[config.mk]
export PLATFORM = sky130hd
export DESIGN_NAME = rf_write_ctrl
export DESIGN_NICKNAME = d
export VERILOG_FILES = /design/src/rtl/rf_ctrl_pkg.sv /design/src/rtl/rr_arbiter.sv /design/src/rtl/rf_write_ctrl.sv
export SDC_FILE = /design/constraint.sdc
export NUM_CORES = 1
export LEC_CHECK = 0
export ABC_AREA = 1
export CORE_ASPECT_RATIO = 0.75
export CORE_UTILIZATION = 25
export DETAILED_ROUTE_END_ITERATION = 12
export HOLD_SLACK_MARGIN = 0.12
export SYNTH_ARGS = -nofsm -noshare
export SYNTH_HDL_FRONTEND = slang
export SYNTH_SLANG_ARGS = --single-unit
[constraint.sdc]
create_clock -name clk -period 4.7 [get_ports clk]
set_clock_uncertainty 0.2 [all_clocks]
set_input_delay 0.94 -clock clk [delete_from_list [all_inputs] [get_ports clk]]
set_output_delay 0.94 -clock clk [all_outputs]
set_load 0.05 [all_outputs]
[src/rtl/rf_ctrl_pkg.sv]
// Shared widths and types for the integer register-file writeback path.
package rf_ctrl_pkg;

    localparam int unsigned ADDR_W   = 5;
    localparam int unsigned DATA_W   = 32;
    localparam int unsigned NUM_REGS = 32;
    localparam int unsigned CNT_W    = 2;

    typedef struct packed {
        logic [ADDR_W-1:0] addr;
        logic [DATA_W-1:0] data;
    } wb_req_t;

endpackage

[src/rtl/rr_arbiter.sv]
// Combinational round-robin arbiter: first asserted request at or after ptr wins.
module rr_arbiter #(
    parameter  int unsigned N  = 2,
    localparam int unsigned PW = (N > 1) ? $clog2(N) : 1
) (
    input  logic [N-1:0]  req,
    input  logic [PW-1:0] ptr,
    output logic [N-1:0]  grant
);

    int unsigned idx;
    logic        found;

    always_comb begin
        grant = '0;
        found = 1'b0;
        idx   = 0;
        for (int unsigned i = 0; i < N; i++) begin
            idx = (32'(ptr) + i) % N;
            if (!found && req[idx]) begin
                grant[idx] = 1'b1;
                found      = 1'b1;
            end
        end
    end

endmodule

[src/rtl/rf_write_ctrl.sv]
// Writeback arbiter onto the register file's single write port, plus a
// per-register pending-write scoreboard used by decode for RAW stalls.
module rf_write_ctrl #(
    parameter int unsigned NUM_REQ = 2,
    parameter int unsigned DATA_W  = rf_ctrl_pkg::DATA_W,
    parameter int unsigned ADDR_W  = rf_ctrl_pkg::ADDR_W,
    parameter int unsigned CNT_W   = rf_ctrl_pkg::CNT_W
) (
    input  logic                            clk,
    input  logic                            rst,
    input  logic                            issue_valid,
    input  logic [ADDR_W-1:0]               issue_rd,
    output logic                            issue_ready,
    input  logic [ADDR_W-1:0]               rs1,
    input  logic [ADDR_W-1:0]               rs2,
    output logic                            rs1_busy,
    output logic                            rs2_busy,
    input  logic [NUM_REQ-1:0]              req_valid,
    output logic [NUM_REQ-1:0]              req_ready,
    input  logic [NUM_REQ-1:0][ADDR_W-1:0]  req_addr,
    input  logic [NUM_REQ-1:0][DATA_W-1:0]  req_data,
    output logic                            rf_we,
    output logic [ADDR_W-1:0]               rf_waddr,
    output logic [DATA_W-1:0]               rf_wdata,
    output logic                            err
);

    import rf_ctrl_pkg::*;

    localparam int unsigned PTR_W = $clog2(NUM_REQ);
    localparam int unsigned NREGS = 1 << ADDR_W;
    localparam logic [CNT_W-1:0] CNT_MAX = '1;
    localparam logic [CNT_W-1:0] CNT_ONE = CNT_W'(1);

    logic [CNT_W-1:0]  cnt_q [NREGS];
    logic [CNT_W-1:0]  cnt_d [NREGS];
    logic [PTR_W-1:0]  ptr_q, ptr_d;
    logic              rf_we_q, rf_we_d;
    logic [ADDR_W-1:0] rf_waddr_q, rf_waddr_d;
    logic [DATA_W-1:0] rf_wdata_q, rf_wdata_d;
    logic              err_q, err_d;

    logic [NUM_REQ-1:0] grant;
    logic [ADDR_W-1:0]  sel_addr;
    logic [DATA_W-1:0]  sel_data;
    logic [PTR_W-1:0]   g_idx;
    logic               issue_fire;
    logic               retire;
    logic [NREGS-1:0]   inc_vec;
    logic [NREGS-1:0]   dec_vec;

    rr_arbiter #(.N(NUM_REQ)) u_arb (
        .req   (req_valid),
        .ptr   (ptr_q),
        .grant (grant)
    );

    assign req_ready = rst ? '0 : grant;

    always_comb begin
        sel_addr = '0;
        sel_data = '0;
        g_idx    = '0;
        for (int unsigned i = 0; i < NUM_REQ; i++) begin
            if (grant[i]) begin
                sel_addr = req_addr[i];
                sel_data = req_data[i];
                g_idx    = PTR_W'(i);
            end
        end
    end

    // Writes to x0 are consumed by the grant but never reach the port.
    always_comb begin
        ptr_d      = ptr_q;
        rf_we_d    = (|grant) && (sel_addr != '0);
        rf_waddr_d = rf_waddr_q;
        rf_wdata_d = rf_wdata_q;
        if (|grant) begin
            ptr_d = (32'(g_idx) == NUM_REQ - 1) ? '0 : g_idx + 1'b1;
        end
        if (rf_we_d) begin
            rf_waddr_d = sel_addr;
            rf_wdata_d = sel_data;
        end
    end

    assign issue_ready = (issue_rd == '0) || (cnt_q[issue_rd] != CNT_MAX);
    assign issue_fire  = issue_valid && issue_ready && (issue_rd != '0);
    assign retire      = rf_we_q && (rf_waddr_q != '0);

    always_comb begin
        inc_vec = '0;
        dec_vec = '0;
        if (issue_fire) inc_vec[issue_rd]   = 1'b1;
        if (retire)     dec_vec[rf_waddr_q] = 1'b1;
    end

    // Coincident issue and retire cancel; a retire against an empty counter
    // is flagged but leaves the counter at zero.
    always_comb begin
        err_d = err_q;
        for (int unsigned r = 0; r < NREGS; r++) begin
            cnt_d[r] = cnt_q[r];
            if (r != 0) begin
                if (inc_vec[r] && !dec_vec[r]) begin
                    cnt_d[r] = cnt_q[r] + CNT_ONE;
                end else if (dec_vec[r]) begin
                    if (cnt_q[r] == '0) begin
                        err_d = 1'b1;
                    end else if (!inc_vec[r]) begin
                        cnt_d[r] = cnt_q[r] - CNT_ONE;
                    end
                end
            end
        end
    end

    // The file forwards its write port, so the final pending write is
    // already visible to readers during its write cycle.
    always_comb begin
        rs1_busy = (rs1 != '0) && (cnt_q[rs1] != '0) &&
                   !(rf_we_q && (rf_waddr_q == rs1) && (cnt_q[rs1] == CNT_ONE));
        rs2_busy = (rs2 != '0) && (cnt_q[rs2] != '0) &&
                   !(rf_we_q && (rf_waddr_q == rs2) && (cnt_q[rs2] == CNT_ONE));
    end

    always_ff @(posedge clk or posedge rst) begin
        if (rst) begin
            ptr_q      <= '0;
            rf_we_q    <= 1'b0;
            rf_waddr_q <= '0;
            rf_wdata_q <= '0;
            err_q      <= 1'b0;
            for (int unsigned r = 0; r < NREGS; r++) begin
                cnt_q[r] <= '0;
            end
        end else begin
            ptr_q      <= ptr_d;
            rf_we_q    <= rf_we_d;
            rf_waddr_q <= rf_waddr_d;
            rf_wdata_q <= rf_wdata_d;
            err_q      <= err_d;
            for (int unsigned r = 0; r < NREGS; r++) begin
                cnt_q[r] <= cnt_d[r];
            end
        end
    end

    assign rf_we    = rf_we_q;
    assign rf_waddr = rf_waddr_q;
    assign rf_wdata = rf_wdata_q;
    assign err      = err_q;

endmodule

==> flow_summary.yaml, run 1 <==
clock_network:
  hold_buffers: 0
  cts-root-buf: "clkbuf_16"
  tritoncts: "done"
  clk_pin_slew_ps: 80
  clock-sinks: 102
  post-cts-setup-buffers: 0
  clockBufferDepth: 2
  h-tree-depth: 3
  numCtsBuffers: 9
  post_cts_resize_count: 0
  clock_latency_ps: 370
grt:
  track_usage_pct: 20.6
  grt_pass1_vias: 8284
  antenna_found_initial: 0
  grt_first_pass_wirelength_um: 49400
  grt_overflow: 0
  grt_max_degree: 60
place:
  hpwl_um: 24700
  io_buffers: 137
  routabilityCongestion: 0.983
  dpl_cell_area_um2: 9710
worst_hold_path:
  hp-start: "cnt_q[42]$_DFFE_PP0P_"
  whs_path_depth: 1
  worstHoldPathType: "flop to flop"
  whs_endpoint: "cnt_q[42]$_DFFE_PP0P_"
synth:
  synth-edff-count: 0
  synth-seq-cells: 102
  yosysWarnings: 0
  synth_area_leaders: "dfrtp_1 (33%), nand2_1 (18%), nand3_1 (7.8%), nor2_1 (6.7%), o21ai_0 (5.5%)"
  synth_ff_type: "dfrtp_1"
  syn-num-nets: 1309
  synth.top_cell.area_share_pct: 32.9
  synthArstFlopShare_pct: 100
  synthesis.area_um2: 7760
  synthCells: 1215
  seq_area_frac_synth_pct: 32.9
  synth.distinct_cells: 43
  post_synth.cell_area_avg_um2: 6.38
  synth_largest_area_cell: "dfrtp_1"
floorplan:
  die_w_um: 205
  design.core.area_um2: 30300
  die_h_um: 155
  io_pins: 138
  die_area_um2: 31700
  row_count: 55
  initial_core_util_pct: 25.6
sta:
  post-route-min-period_ps: 4450
  relSlewSlack_pct: 41.6
  fin_crit_sh_pct: 94.7
  setup_viol: 0
  max_freq_ghz: 0.225
  rsz0062_at_grt: "false"
  hold_violations: 0
  tightest_slew_ps: 873
  drv_slew: 0
  tns_ps: 0
  hold_ws_ps: 291
routing:
  vias_per_cell: 5.05
  routed_wl_um: 32300
  via_count: 8811
  ant_nets: 0
  wire_per_inst_um: 18.5
  route.detailed.drc: 0
  first_iter_violations: 905
  drt-pass1-iter-count: 6
final_layout:
  finalNetCount: 1436
  final_common_cell: "nand2_1"
  final_cell_mix: "nand2_1 (362), nor2_1 (138), clkdlybuf4s50_1 (132)"
  num-fill-cells: 3287
  fin_area_um2: 10000
  finish.utilization_pct: 33.0
  regArea_um2: 2550
  diodes: 0
  multiInputGateArea_um2: 4540
  drive_gt1_share_pct: 5.12
  area.growth.synth_to_final_pct: 29.2
power_and_ir_drop:
  switching_share_pct: 46.6
  peakVddDrop_uv: 214
  p_leak_uw: 0.00454
  p_seq_share_pct: 38.3
  clkPwrFrac_pct: 20.0
  p_per_area_nw_per_um2: 406
  combPwrFrac_pct: 41.7
  p_sw_uw: 1900
  internal-power_uw: 2170
setup_path:
  worstSetupPathType: "input pin to output port"
  required_ps: 3560
  reg2reg_slack_ps: 1250
  cp-start-kind: "input pin"
  r2r_start: "rf_waddr[0]$_DFFE_PP0P_"
  worstRegToRegCells: 12
  timing.rr.end: "err$_DFF_PP0_"
  endpoint_kind: "output port"
  path_max_fanout: 10
  arrival_ps: 3310
run:
  maxCapViolCount: 0
outcome:
  status: "completed"
[worst max-delay path: stages]
cell,delay [ps]
clkdlybuf4s50_1,570
clkinv_1,180
nand2_1,400
o21ai_0,130
a31oi_1,160
o21ai_0,120
o211ai_1,110
nand2_1,70
o31ai_1,340
inv_1,70
buf_4,190
[state kept, by name, summed over array words and instances (netlist names)]
name	count
cnt_q	62
err	1
ptr_q	1
rf_waddr	5
rf_wdata	32
rf_we	1
[per-stage QoR]
step	worst slack, ps	std cells	total power, µW
3_5_place_dp	271	1730	3230
5_1_grt	166	1746	4340
2_1_floorplan	885	1215	2540
3_3_place_gp	198	1730	3220
6_report	251	1746	4070
4_1_cts	259	1746	4070
[metal layers]
layer	wire [µm]	GRT usage [%]	share of wire (%)	vias to the layer above
met5	0	0	0	-
met4	627	4.87	1.9	0
met3	2910	6.66	9.0	42
met2	13900	30.9	43	335
met1	14800	28.5	46	4130
li1	-	-	-	4304
[worst max path at each step]
stage                           endpoint    from  cells past startpoint  slack [ps]
floorplan           cnt_q[0]$_DFFE_PP0P_     rst                      1         880
global placement                rs2_busy  rs2[1]                     11         200
detailed placement              rs2_busy  rs2[1]                     11         270
CTS                             rs2_busy  rs2[1]                     11         260
global route                    rs2_busy  rs2[1]                     11         170
finish                          rs2_busy  rs2[1]                     11         250
[synthesized netlist by cell type (all sizes together), types with 4 or more instances]
| cell type | number |
|---|---|
| o22ai | 4 |
| a21boi | 6 |
| o211ai | 8 |
| a21oi | 60 |
| o21bai | 6 |
| o21ai | 87 |
| a32o | 6 |
| a31oi | 36 |
| nand3b | 6 |
| nand2 | 364 |
| o21a | 8 |
| buf | 13 |
| nor3 | 23 |
| o2111ai | 6 |
| clkinv | 4 |
| nand3 | 121 |
| clkbuf | 41 |
| nor2 | 141 |
| o221ai | 6 |
| dfrtp | 102 |
| nand4 | 19 |
| inv | 112 |
| xor2 | 20 |
[cell type report]
| class | instances | share of cell area [%] |
|---|---|---|
| Multi-Input combinational cell | 943 | 45.3 |
| Sequential cell | 102 | 25.5 |
| Timing Repair Buffer | 170 | 16.8 |
| Tap cell | 399 | 4.98 |
| Inverter | 116 | 4.37 |
| Clock buffer | 11 | 2.42 |
| Clock inverter | 5 | 0.637 |
[logic make-up after synthesis]
group / synth area share [%]
and+or+nand+nor: 37.3
AOI/OAI and AO/OA: 18.9
buffers and inverters: 8.61
xor gates and xnor gates: 2.26
DFF: 32.9
[power groups by stage]
stage | combinational (µW) | clock (µW) | sequential, µW
after CTS | 1670 | 845 | 1550
final | 1700 | 816 | 1560
after global routing | 1860 | 875 | 1600
after global placement | 1660 | 0 | 1560
after detailed placement | 1670 | 0 | 1560
after floorplan | 952 | 0 | 1590
No activity file was read; power rests on OpenSTA's default activity.
==> run 2: changes to the inputs <==
--- a/config.mk
+++ b/config.mk
@@ -10,6 +10,7 @@
 export CORE_UTILIZATION = 25
 export DETAILED_ROUTE_END_ITERATION = 12
 export HOLD_SLACK_MARGIN = 0.12
+export SLEW_MARGIN = 20
 export SYNTH_ARGS = -nofsm -noshare
 export SYNTH_HDL_FRONTEND = slang
 export SYNTH_SLANG_ARGS = --single-unit
==> results of run 2 <==
Same layout as run 1: the final DEF is identical, and so are final timing and power.
